===== src/rtl/des_pkg.sv =====
// Shared types and constants for the triple-DES round sequencing logic.
package des_pkg;

    localparam int unsigned DES_ROUNDS  = 16;
    localparam int unsigned TDES_KEYS   = 3;
    localparam int unsigned ROUND_CNT_W = 5;
    localparam int unsigned KEY_CNT_W   = 2;

    typedef enum logic [1:0] {
        IDLE,
        LOAD,
        ROUND,
        DONE
    } seq_state_t;

endpackage


===== src/rtl/flex_counter.sv =====
// Up-counter with synchronous clear and programmable wrap value; flag decodes
// the registered count reaching rollover_val.
module flex_counter #(
    parameter int unsigned NUM_CNT_BITS = 4
) (
    input  logic                    clk,
    input  logic                    n_rst,
    input  logic                    clear,
    input  logic                    count_enable,
    input  logic [NUM_CNT_BITS-1:0] rollover_val,
    output logic [NUM_CNT_BITS-1:0] count_out,
    output logic                    rollover_flag
);

    logic [NUM_CNT_BITS-1:0] count_next;

    always_ff @(posedge clk or negedge n_rst) begin
        if (!n_rst) begin
            count_out <= '0;
        end else begin
            count_out <= count_next;
        end
    end

    // Clear wins over enable; an enabled count at rollover_val wraps to zero.
    always_comb begin
        count_next = count_out;
        if (clear) begin
            count_next = '0;
        end else if (count_enable) begin
            if (count_out == rollover_val) begin
                count_next = '0;
            end else begin
                count_next = count_out + 1'b1;
            end
        end
    end

    assign rollover_flag = (count_out == rollover_val);

endmodule


===== src/rtl/des_round_sequencer.sv =====
// Sequences one multi-pass (EDE/DED) DES block: per pass one load cycle then
// NUM_ROUNDS round cycles, driving the subkey generator's count/direction inputs.
module des_round_sequencer
    import des_pkg::*;
#(
    parameter int unsigned NUM_ROUNDS = DES_ROUNDS,
    parameter int unsigned NUM_KEYS   = TDES_KEYS
) (
    input  logic       clk,
    input  logic       n_rst,
    input  logic       start,
    input  logic       decrypt,
    input  logic       hold,
    output logic       busy,
    output logic       done,
    output logic [4:0] round_count,
    output logic [1:0] key_count,
    output logic       cnt_rollover,
    output logic       key_rollover,
    output logic       reverse,
    output logic       round_en,
    output logic       load_block
);

    localparam logic [ROUND_CNT_W-1:0] LAST_ROUND = ROUND_CNT_W'(NUM_ROUNDS);
    localparam logic [KEY_CNT_W-1:0]   LAST_KEY   = KEY_CNT_W'(NUM_KEYS - 1);

    seq_state_t state, state_next;
    logic       mode_r;
    logic       rnd_clr, rnd_en, key_clr, key_en;
    logic       last_round, last_key;

    flex_counter #(
        .NUM_CNT_BITS (ROUND_CNT_W)
    ) u_round_cnt (
        .clk           (clk),
        .n_rst         (n_rst),
        .clear         (rnd_clr),
        .count_enable  (rnd_en),
        .rollover_val  (LAST_ROUND),
        .count_out     (round_count),
        .rollover_flag (last_round)
    );

    flex_counter #(
        .NUM_CNT_BITS (KEY_CNT_W)
    ) u_key_cnt (
        .clk           (clk),
        .n_rst         (n_rst),
        .clear         (key_clr),
        .count_enable  (key_en),
        .rollover_val  (LAST_KEY),
        .count_out     (key_count),
        .rollover_flag (last_key)
    );

    always_ff @(posedge clk or negedge n_rst) begin
        if (!n_rst) begin
            state  <= IDLE;
            mode_r <= 1'b0;
        end else begin
            state <= state_next;
            if (state == IDLE && start) begin
                mode_r <= decrypt;
            end
        end
    end

    always_comb begin
        state_next   = state;
        rnd_clr      = 1'b0;
        rnd_en       = 1'b0;
        key_clr      = 1'b0;
        key_en       = 1'b0;
        busy         = 1'b0;
        done         = 1'b0;
        load_block   = 1'b0;
        round_en     = 1'b0;
        cnt_rollover = 1'b0;
        key_rollover = 1'b0;

        case (state)
            IDLE: begin
                if (start) begin
                    rnd_clr    = 1'b1;
                    key_clr    = 1'b1;
                    state_next = LOAD;
                end
            end
            LOAD: begin
                busy = 1'b1;
                if (!hold) begin
                    load_block = (key_count == '0);
                    rnd_en     = 1'b1;
                    state_next = ROUND;
                end
            end
            ROUND: begin
                busy = 1'b1;
                if (!hold) begin
                    round_en = 1'b1;
                    if (last_round) begin
                        cnt_rollover = 1'b1;
                        if (last_key) begin
                            // Counters are left at their final values after the last pass.
                            key_rollover = 1'b1;
                            state_next   = DONE;
                        end else begin
                            key_en     = 1'b1;
                            rnd_en     = 1'b1;
                            state_next = LOAD;
                        end
                    end else begin
                        rnd_en = 1'b1;
                    end
                end
            end
            DONE: begin
                done       = 1'b1;
                state_next = IDLE;
            end
            default: begin
                state_next = IDLE;
            end
        endcase
    end

    // Middle pass runs opposite to the latched mode (EDE vs DED).
    assign reverse = busy & (mode_r ^ (key_count == 2'd1));

endmodule


===== config.mk =====
export PLATFORM = sky130hd
export DESIGN_NAME = des_round_sequencer
export DESIGN_NICKNAME = d
export VERILOG_FILES = /design/src/rtl/des_pkg.sv /design/src/rtl/flex_counter.sv /design/src/rtl/des_round_sequencer.sv
export SDC_FILE = /design/constraint.sdc
export NUM_CORES = 1
export LEC_CHECK = 0
export BUFFER_PORTS_ARGS = -buffer_cell sky130_fd_sc_hd__buf_2
export CAP_MARGIN = 10
export CELL_PAD_IN_SITES_DETAIL_PLACEMENT = 0
export CELL_PAD_IN_SITES_GLOBAL_PLACEMENT = 1
export CORE_MARGIN = 3
export CORE_UTILIZATION = 37
export CTS_CLUSTER_DIAMETER = 30
export DETAILED_ROUTE_END_ITERATION = 7
export GPL_TIMING_DRIVEN = 0
export PLACE_DENSITY = 0.83
export SETUP_SLACK_MARGIN = 0.4
export SLEW_MARGIN = 20
export SYNTH_ARGS = -nofsm -noshare
export SYNTH_HDL_FRONTEND = slang
export SYNTH_SLANG_ARGS = --single-unit

===== constraint.sdc =====
create_clock -name clk -period 1.9 [get_ports clk]
set_input_delay 0.19 -clock clk [delete_from_list [all_inputs] [get_ports clk]]
set_output_delay 0.19 -clock clk [all_outputs]
set_load 0.1 [all_outputs]

==> impl_metrics.py, run 1 <==
metrics = {
    "timing": {
        "drv_slew": 0,
        "tightest_slew_ps": 486,
        "setup_ws_ps": 93.0,
        "fin_skew_ps": 0.495,
        "clock.fmax_mhz": 553,
        "maxSlewHeadroom": 0.678,
        "finalSetupViolCount": 0,
        "min_period_ps": 1810,
        "finalCritPeriodShare": 0.951,
        "rsz0062_at_grt": "yes",
        "hold_viol": 0,
    },
    "cts": {
        "cts_tree": "done",
        "cts.clk_slew.worst_paths_ps": 60,
        "clockBufferDepth": 2,
        "clock-root-buffer": "clkbuf_4",
        "cts_made_buffers": 3,
        "cts.htree.levels": 1,
        "clk_latency_ps": 270,
        "cts.sinks": 10,
    },
    "worst_hold_path": {
        "hold_path.class": "input pin to register",
        "holdCritStartpoint": "decrypt",
    },
    "cells_and_area": {
        "final_cell_mix": "buf_4, buf_2, nor2_1, buf_12, nand2_1",
        "drive_above_1_share": 0.647,
        "antenna_cells": 0,
        "fin_area_mm2": 0.00126,
        "layout_commonest_cell": "buf_4",
        "fin_nets": 128,
        "fill_cells": 134,
        "area_growth_syn_to_layout_pct": 79.2,
        "instances_no_fill": 141,
    },
    "setup_path": {
        "arrival_ps": 1620,
        "cpLargestDelayFamily": "flip-flops",
        "rr_startpoint": "state[1]",
        "critPathMaxFanout": 3,
        "cp-start-kind": "register",
        "critPathKind": "register to output pin",
        "cp.buffers_inverters": 2,
        "critPathSlowestCell": "dfrtp_4",
        "critPathCaptureType": "output pin",
        "critical_path_required_ps": 1710,
        "path_cells": "inv_4 -> ha_4 -> and4bb_2 -> nand2_4 -> nor2_4 -> buf_12",
        "startpoint": "u_round_cnt.count_out[0]",
        "slowest_delay_ps": 490,
    },
    "placed_design": {
        "place_inst": 116,
        "dpl_worst_slack_ps": 79.8,
        "place_congestion": 0.680,
        "placed_area_um2": 911,
        "io_buffer_count": 18,
        "hpwlAfterDp_um": 1110,
    },
    "power": {
        "ir_drop_v": 0.000847,
        "p_per_area_mw_per_mm2": 1830,
        "leakage_nw": 0.565,
    },
    "synthesis": {
        "yosys.area.top_type": "dfrtp_1",
        "syn-instance-count": 73,
        "syn_area_per_cell_um2": 9.65,
        "synthesis.area_um2": 704,
        "synth_fp_nets": 84,
        "synth.distinct_cells": 30,
        "synth.area.top_cells": "dfrtp_1, ha_1, mux2i_1",
        "synth_seq_area_share": 0.355,
        "yosys_warnings": 0,
        "ys_seq_elements": 10,
        "synth_top_area_share": 0.355,
    },
    "detailed_routing": {
        "num_vias": 669,
        "drt_iter0_drc": 15,
        "drt_first_pass_iters": 4,
        "drt_wl_total_um": 2060,
        "wl_per_cell_um": 14.6,
        "viasPerCell": 4.74,
        "ant_nets": 0,
        "drc": 0,
    },
    "global_routing": {
        "antenna_found_initial": 0,
        "grt_max_degree": 11,
        "track_usage": 0.170,
        "grt_pass1_vias": 635,
        "grt_pass1_wl_um": 3100,
        "grt-ovfl-total": 0,
    },
    "floorplanning": {
        "die_y_um": 49.6,
        "core_area_mm2": 0.00176,
        "die_x_um": 49.6,
        "rows": 15,
        "dieArea_mm2": 0.00246,
        "ios": 19,
        "initial_core_util": 0.399,
    },
    "run": {
        "max_cap_viol_count": 0,
    },
    "outcome": {
        "status": "finished, final reports clean",
    },
}
## per-stage QoR
| stage | setup TNS (ps) | hold WS, ps | util | total power, W |
|---|---|---|---|---|
| after CTS | 0 | 105 | 0.670 | 0.00212 |
| after global placement | 0 | 57.7 | 0.516 | 0.00156 |
| after detailed placement | 0 | 60.4 | 0.516 | 0.00157 |
| after floorplan | -36.5 | -106 | - | 0.00143 |
| after global routing | 0 | 140 | 0.716 | 0.00242 |
| final | 0 | 117 | 0.716 | 0.00230 |
## metal layers
metal	track usage	up-vias	part of all wire	wire length [um]
met5	0	-	0	0
met4	0.0276	0	0	0
met3	0.0574	0	0.034	71
met2	0.311	11	0.55	1140
met1	0.192	324	0.41	853
li1	-	334	-	-
## area by class of cell
class                   instances  area, um^2  area share
plain buffers                   1        3.75     0.00297
inverters                       6        28.8      0.0228
clock buffers                   4        26.3      0.0208
multi-input cells              56         529       0.419
flip-flops and latches         10         269       0.213
repair buffers                 39         374       0.296
well taps                      25        31.3      0.0248
## where the power goes
group | internal, W | switching [W] | leakage, nW
clock | 0.0000813 | 0.0000737 | 0.0150
combinational | 0.000749 | 0.00106 | 0.430
sequential | 0.000280 | 0.0000619 | 0.120
## synthesized netlist by cell type
cell type and n:
a21oi_1 4, or2_1 1, or3_2 1, inv_1 6, o31ai_1 1, nand2_1 7, dfrtp_1 10, o21ba_4 1
or2b_1 1, xor2_1 1, nand4bb_4 1, and4bb_2 1, nand3_1 2, or4b_1 1, and2_1 3, nor3_1 1
nand2b_1 1, clkbuf_1 1, a31oi_1 1, nor2b_1 1, and2b_1 2, o21ai_0 3, xnor2_1 1, and3_2 1
nor2_1 8, mux2i_1 3, o31a_1 1, ha_1 6, a2bb2oi_1 1, o311ai_4 1
## flip-flops by register name, summed over array words and instances, names as in the netlist
signal / flops
u_round_cnt.count_out: 5
state: 2
u_key_cnt.count_out: 2
mode_r: 1
## worst min-delay path: stages
cell and delay, ps:
buf_2 70, nand2_1 40, nand2_1 50
## repair_timing
action | in CTS | in global routing
cloned | 0 | 0
endpoints found under the hold margin | 10 | 0
hold buffers | 1 | 0
gates resized for setup | 31 | 14
endpoints found under the setup margin | 12 | 16
pin swaps | 7 | 11
setup buffers | 15 | 5
## final timing paths
check	endpoint	slack [ps]	depth (start not counted)
worst min-delay path	mode_r	120	3
worst min register to register	mode_r	530	2
worst max-delay path	key_rollover	90	6
worst max register to register	u_round_cnt.count_out[4]	100	6
max in group asynchronous	u_round_cnt.count_out[0]	1380	2
min in group asynchronous	u_key_cnt.count_out[0]	310	2
## logic make-up (layout without fill, tap and decap cells)
kind of cell | count (synthesis) | after routing | share of synthesized area
simple gates | 32 | 32 | 0.279
compound gates | 13 | 13 | 0.155
xor+xnor | 2 | 2 | 0.0249
flops | 10 | 10 | 0.355
fa+ha+maj | 6 | 6 | 0.107
buf+inv | 7 | 50 | 0.0373
mux | 3 | 3 | 0.0426
(Power assumes the default switching activity.)
==> run 2: changes to the inputs <==
- CORE_UTILIZATION: 37 -> 39
- PLACE_DENSITY: 0.83 -> 0.85
- SYNTH_HIERARCHICAL: unset -> 1
==> run 2 against run 1 <==
Net effect:
- the flow now finishes with violations (setup timing)
- global-route usage decreased by 0.11 points
- register-to-register slack got worse by 200 ps
- combinational power about the same
- via count increased by 19%
- hold slack improved by 20 ps
- first-iteration DRC count decreased by 13%
- largest power group unchanged
- highest routed layer is now met4
==> impl_metrics.py, run 2 <==
metrics = {
    "cells_and_area": {
        "ff_latch_area_um2": 279,
        "layout_commonest_cell": "buf_4",
        "fin_nets": 146,
        "drive_above_1_share": 0.585,
        "fill_cells": 112,
        "regMostFlops": "u_round_cnt/count_out",
        "fin_util": 0.789,
        "multi_input_area_um2": 801,
        "top_regs": "u_round_cnt/count_out: 5 flops, state: 2 flops, u_key_cnt/count_out: 2 flops",
        "antenna_cells": 0,
        "instances_no_fill": 160,
        "largest_reg_flops": 5,
        "final_cell_mix": "buf_4, conb_1, buf_2",
        "area_growth_syn_to_layout_pct": 79.2,
    },
    "power": {
        "swShare": 0.529,
        "power_frac_clock": 0.083,
        "leakage_nw": 0.648,
        "seq_power_share": 0.167,
        "ir_drop_v": 0.00165,
        "p_per_area_mw_per_mm2": 1640,
        "pwr-share-comb": 0.750,
        "power.switching_w": 0.00127,
        "design_power_total_w": 0.00240,
        "internal_power_w": 0.00113,
    },
    "global_routing": {
        "antenna_found_initial": 0,
        "grt-ovfl-total": 0,
        "track_usage": 0.169,
        "grt_pass1_wl_um": 3390,
        "grt_max_degree": 11,
        "grt_pass1_vias": 743,
    },
    "timing": {
        "setup_ws_ps": -118,
        "fin_skew_ps": 5.84,
        "hold_viol": 0,
        "finalSetupViolCount": 10,
        "finalCritPeriodShare": 1.06,
        "drv_slew": 0,
        "rsz0062_at_grt": "yes",
        "tns_ps": -728,
        "min_period_ps": 2020,
        "clock.fmax_mhz": 496,
    },
    "synthesis": {
        "synthArstFlopShare": 1.00,
        "synth_seq_area_share": 0.306,
        "synth_edf_count": 0,
        "synth_top_area_share": 0.306,
        "yosys.area.top_type": "dfrtp_1",
        "synthFlopType": "dfrtp_1",
        "syn_area_per_cell_um2": 9.30,
        "yosys_warnings": 6,
        "synthesis.area_um2": 818,
        "ys_seq_elements": 10,
        "synth.distinct_cells": 39,
        "synthTopCellsByCount": "dfrtp_1, xor2_1, ha_1",
        "syn-instance-count": 88,
        "synth_most_common_cell": "dfrtp_1",
        "synth.area.top_cells": "dfrtp_1, ha_1, xor2_1",
    },
    "setup_path": {
        "critical_path_required_ps": 1710,
        "cp-start-kind": "register",
        "critPathCaptureType": "output pin",
        "critPathMaxFanout": 4,
        "arrival_ps": 1830,
        "startpoint": "u_round_cnt/count_out[2]",
        "rr_startpoint": "u_round_cnt/count_out[4]",
        "critPathKind": "register to output pin",
    },
    "placed_design": {
        "io_buffer_count": 18,
        "place_congestion": 0.778,
        "hpwlAfterDp_um": 1340,
        "place_inst": 141,
        "dpl_worst_slack_ps": -307,
    },
    "floorplanning": {
        "initial_core_util": 0.440,
        "rows": 15,
        "die_y_um": 51.8,
        "ios": 19,
        "core_area_mm2": 0.00186,
        "dieArea_mm2": 0.00268,
        "die_x_um": 51.8,
    },
    "cts": {
        "cts_tree": "done",
        "cts_made_buffers": 3,
        "cts.clk_slew.worst_paths_ps": 70,
        "cts.htree.levels": 1,
        "clk_latency_ps": 280,
        "cts.sinks": 10,
        "clock-root-buffer": "clkbuf_4",
        "clockBufferDepth": 2,
    },
    "detailed_routing": {
        "drt_wl_total_um": 2150,
        "num_vias": 798,
        "viasPerCell": 4.99,
        "drc": 0,
        "drt_iter0_drc": 13,
        "drt_first_pass_iters": 4,
        "ant_nets": 0,
        "wl_per_cell_um": 13.4,
    },
    "outcome": {
        "violations": "setup timing",
        "status": "finished, violations left",
    },
    "worst_hold_path": {
        "holdCritStartpoint": "decrypt",
        "hold_path.class": "input pin to register",
    },
    "run": {
        "max_cap_viol_count": 0,
    },
}
[run 2: what timing repair did]
item | in CTS | in global routing
pin swaps | 10 | 9
buffers inserted | 7 | 7
gates resized for setup | 36 | 14
hold buffers | 1 | 0
setup endpoints to repair | 16 | 17
hold endpoints to repair | 10 | 0
[run 2: layout make-up]
class,count,area share
Multi-Input combinational cell,82,0.546
Timing Repair Buffer,33,0.198
Sequential cell,10,0.190
Clock buffer,4,0.0247
Tap cell,25,0.0213
Inverter,5,0.0145
Buffer,1,0.00512
[run 2: metal layers]
| layer | wire length [um] | share of wire | track usage | up-vias |
|---|---|---|---|---|
| met3 | 104 | 0.048 | 0.0573 | 6 |
| met5 | 0 | 0 | 0 | - |
| met2 | 1080 | 0.50 | 0.284 | 18 |
| li1 | - | - | - | 393 |
| met4 | 52 | 0.024 | 0.0480 | 0 |
| met1 | 904 | 0.42 | 0.204 | 381 |
[run 2: path summary, 6_finish.rpt]
check	slack [ps]	endpoint	cells past startpoint
worst max-delay path	-120	key_rollover	6
worst min-delay path	140	mode_r	2
worst max register to register	-100	u_round_cnt/count_out[0]	10
worst min register to register	580	u_key_cnt/count_out[1]	1
max in group asynchronous	1390	u_round_cnt/count_out[1]	2
min in group asynchronous	290	u_round_cnt/count_out[2]	2
[run 2: cell families (layout without fill, tap and decap cells)]
family                     after synthesis  in the layout  share of synthesized area
AOI/OAI and AO/OA                       23             23                      0.205
xor gates and xnor gates                 8              8                     0.0948
adders and majority gates                5              5                     0.0765
buffers and inverters                    6             43                     0.0290
DFF                                     10             10                      0.306
muxes                                    3              3                     0.0382
other                                    2             12                    0.00918
and+or+nand+nor                         31             31                      0.242
[run 2: per-stage QoR]
step           cell area, um^2  hold WS (ps)
2_1_floorplan              986          -106
3_3_place_gp              1110          61.1
3_5_place_dp              1110          62.1
4_1_cts                   1340           147
5_1_grt                   1470           143
6_report                  1470           137
[run 2: critical path, stage by stage, from the launching register on]
cell and delay, ps:
dfrtp_4 510, xor2_4 170, nor3_4 170, and2_4 180, and2b_1 150, and3_4 190, buf_12 170
[run 2: power groups by stage]
stage                     sequential [W]  clock (W)  combinational (W)
after floorplan                 0.000604          0           0.000943
after global placement          0.000396          0            0.00129
after detailed placement        0.000404          0            0.00130
after CTS                       0.000400   0.000195            0.00161
after global routing            0.000412   0.000214            0.00189
final                           0.000401   0.000198            0.00180
==> run 3: changes to the inputs <==
- ABC_AREA: unset -> 1
- CORE_UTILIZATION: 39 -> 36
- PLACE_DENSITY: 0.85 -> 0.86
==> run 3 against run 2 <==
Net effect:
- clock power is 22% lower
- design area shrank 3.2%
- sequential share of layout area rose by 0.27 points
- cell count rose by 25%
- critical path depth grew 2
- the flow now finishes without violations
- core utilization fell by 9.4 points
- register-to-register slack gained 210 ps
- critical endpoint unchanged
- critical path type unchanged
- flip-flop and latch count unchanged
- hold slack lost 4.4 ps
==> impl_metrics.py, run 3 <==
metrics = {
    "cts": {
        "cts.clk_slew.worst_paths_ps": 70,
        "cts_made_buffers": 3,
        "clockBufferDepth": 2,
        "cts_tree": "done",
        "clk_latency_ps": 260,
        "cts.sinks": 10,
        "clock-root-buffer": "clkbuf_4",
        "cts.htree.levels": 1,
    },
    "timing": {
        "finalSetupViolCount": 0,
        "min_period_ps": 1850,
        "drv_slew": 0,
        "tns_ps": 0,
        "rsz0062_at_grt": "yes",
        "finalCritPeriodShare": 0.973,
        "fin_skew_ps": 6.13,
        "setup_ws_ps": 50.4,
        "whs_ps": 132,
        "hold_viol": 0,
        "clock.fmax_mhz": 541,
    },
    "synthesis": {
        "synth-simple-area-share": 0.364,
        "yosys.area.top_type": "dfrtp_1",
        "yosys_warnings": 6,
        "syn_area_per_cell_um2": 6.50,
        "ys_seq_elements": 10,
        "synthesis.area_um2": 812,
        "syn-instance-count": 125,
        "synthAdderAreaFrac": 0.0770,
        "synth_top_family_by_area": "simple AND/OR/NAND/NOR gates",
        "synth_most_common_cell": "nand2_1",
        "synthArstFlopShare": 1.00,
        "synthMuxAreaShare": 0,
        "synth_edf_count": 0,
        "synthFlopType": "dfrtp_1",
        "synth_seq_area_share": 0.308,
        "synth.area.top_cells": "dfrtp_1, nand2_1, inv_1",
        "synthTopCellsByCount": "nand2_1, inv_1, nand3_1",
        "synth_top_area_share": 0.308,
        "synth_xor_area_frac": 0.0324,
        "synth_compound_gate_area_share": 0.0847,
        "synth.distinct_cells": 23,
    },
    "power": {
        "leakage_nw": 0.717,
        "power_frac_clock": 0.065,
        "swShare": 0.562,
        "p_per_area_mw_per_mm2": 1660,
        "internal_power_w": 0.00103,
        "seq_power_share": 0.160,
        "design_power_total_w": 0.00236,
        "power.switching_w": 0.00132,
        "ir_drop_v": 0.00168,
        "pwr-share-comb": 0.774,
    },
    "floorplanning": {
        "core_area_mm2": 0.00204,
        "dieArea_mm2": 0.00286,
        "die_x_um": 53.5,
        "die_y_um": 53.5,
        "initial_core_util": 0.398,
        "ios": 19,
        "rows": 16,
    },
    "placed_design": {
        "dpl_worst_slack_ps": -33.9,
        "hpwlAfterDp_um": 1420,
        "io_buffer_count": 18,
        "place_congestion": 0.753,
    },
    "cells_and_area": {
        "regMostFlops": "u_round_cnt/count_out",
        "largest_reg_flops": 5,
        "layout_commonest_cell": "nand2_1",
        "fin_nets": 184,
        "fill_cells": 169,
        "top_regs": "u_round_cnt/count_out: 5 flops, state: 2 flops, u_key_cnt/count_out: 2 flops",
        "drive_above_1_share": 0.468,
        "final_cell_mix": "nand2_1, inv_1, conb_1",
        "ff_latch_area_um2": 274,
        "antenna_cells": 0,
        "multi_input_area_um2": 646,
        "area_growth_syn_to_layout_pct": 74.9,
    },
    "global_routing": {
        "antenna_found_initial": 0,
        "grt_max_degree": 11,
        "grt_pass1_wl_um": 3710,
        "grt-ovfl-total": 0,
        "track_usage": 0.183,
        "grt_pass1_vias": 901,
    },
    "setup_path": {
        "critPathMaxFanout": 2,
        "cp-start-kind": "register",
        "critPathKind": "register to output pin",
        "reg2reg_depth": 12,
        "critical_path_required_ps": 1710,
        "arrival_ps": 1660,
        "critPathCaptureType": "output pin",
        "rr_startpoint": "u_round_cnt/count_out[0]",
        "r2r-end": "u_round_cnt/count_out[2]",
        "r2r_slack_ps": 110,
    },
    "detailed_routing": {
        "viasPerCell": 4.47,
        "drc": 0,
        "num_vias": 894,
        "drt_iter0_drc": 13,
        "drt_first_pass_iters": 4,
        "ant_nets": 0,
        "drt_wl_total_um": 2150,
        "wl_per_cell_um": 10.7,
    },
    "worst_hold_path": {
        "holdPathEnd": "mode_r",
        "hold_depth": 3,
        "hold_path.class": "input pin to register",
        "holdCritStartpoint": "decrypt",
    },
    "outcome": {
        "status": "finished, final reports clean",
    },
    "run": {
        "max_cap_viol_count": 0,
    },
}
-- run 3: cell count changes in the layout (fill, tap and decap cells not counted), moves of 4 or more --
| cell | delta |
|---|---|
| nand3_1 | +8 |
| nor2_4 | +4 |
| inv_1 | +14 |
| nand2_1 | +30 |
| xor2_4 | -4 |
| buf_4 | -5 |
| and2_4 | -4 |
| a21oi_1 | +5 |
-- run 3: kinds of logic (layout without fill, tap and decap cells) --
group / Yosys count / after routing
AO/OA/AOI/OAI: 13 / 13
XOR/XNOR: 3 / 3
adder cells (fa/ha/maj): 5 / 5
buffers and inverters: 27 / 64
flip-flops: 10 / 10
other: 2 / 13
AND/OR/NAND/NOR: 65 / 65
-- run 3: layout make-up --
cell class | count | share of cell area
multi-input combinational | 99 | 0.455
clock buffer | 4 | 0.0185
timing repair buffer | 33 | 0.229
inverter | 27 | 0.0811
tap | 27 | 0.0238
sequential | 10 | 0.193
-- run 3: metrics by stage --
stage | std cells | instance area [um^2] | util
after floorplan | 136 | 970 | -
after global placement | 181 | 1090 | 0.536
after detailed placement | 181 | 1090 | 0.536
after CTS | 196 | 1340 | 0.657
after global routing | 200 | 1420 | 0.695
final | 200 | 1420 | 0.695
-- run 3: worst max-delay path, stage by stage (launching register included) --
cell	delay (ps)
dfrtp_4	490
nor2_4	90
nor2_2	50
nor2_2	110
nand3_2	100
inv_2	110
nand2_4	60
nor3_4	200
buf_12	200
-- run 3: layer usage --
| layer | vias up | GRT usage | share of wire |
|---|---|---|---|
| met1 | 399 | 0.190 | 0.39 |
| met2 | 22 | 0.335 | 0.54 |
| met3 | 8 | 0.0254 | 0.035 |
| met4 | 0 | 0.119 | 0.038 |
| met5 | - | 0 | 0 |
| li1 | 465 | - | - |
-- run 3: power by group through the flow --
| stage | registers [W] | logic (W) | clock network [W] |
|---|---|---|---|
| floorplan | 0.000601 | 0.000941 | 0 |
| global placement | 0.000395 | 0.00128 | 0 |
| detailed placement | 0.000401 | 0.00130 | 0 |
| CTS | 0.000373 | 0.00160 | 0.000157 |
| global route | 0.000386 | 0.00194 | 0.000168 |
| finish | 0.000378 | 0.00182 | 0.000154 |
-- run 3: worst max-delay path by stage --
stage / cells past startpoint / slack, ps / endpoint / from
after detailed placement: 8 / -30 / key_rollover / u_round_cnt/count_out[0]
after floorplan: 7 / -240 / key_rollover / u_round_cnt/count_out[1]
after global placement: 11 / 6 / u_round_cnt/count_out[2] / u_round_cnt/count_out[0]
after CTS: 8 / 70 / key_rollover / u_round_cnt/count_out[2]
final: 8 / 50 / key_rollover / u_round_cnt/count_out[0]
after global routing: 8 / -60 / key_rollover / u_round_cnt/count_out[0]
-- run 3: repair_timing --
| item | CTS | global route |
|---|---|---|
| buffers inserted | 10 | 4 |
| endpoints found under the setup margin | 14 | 15 |
| resized for setup | 35 | 14 |
| hold endpoints to repair | 10 | 0 |
| hold buffers | 1 | 0 |
| pin swaps | 8 | 7 |
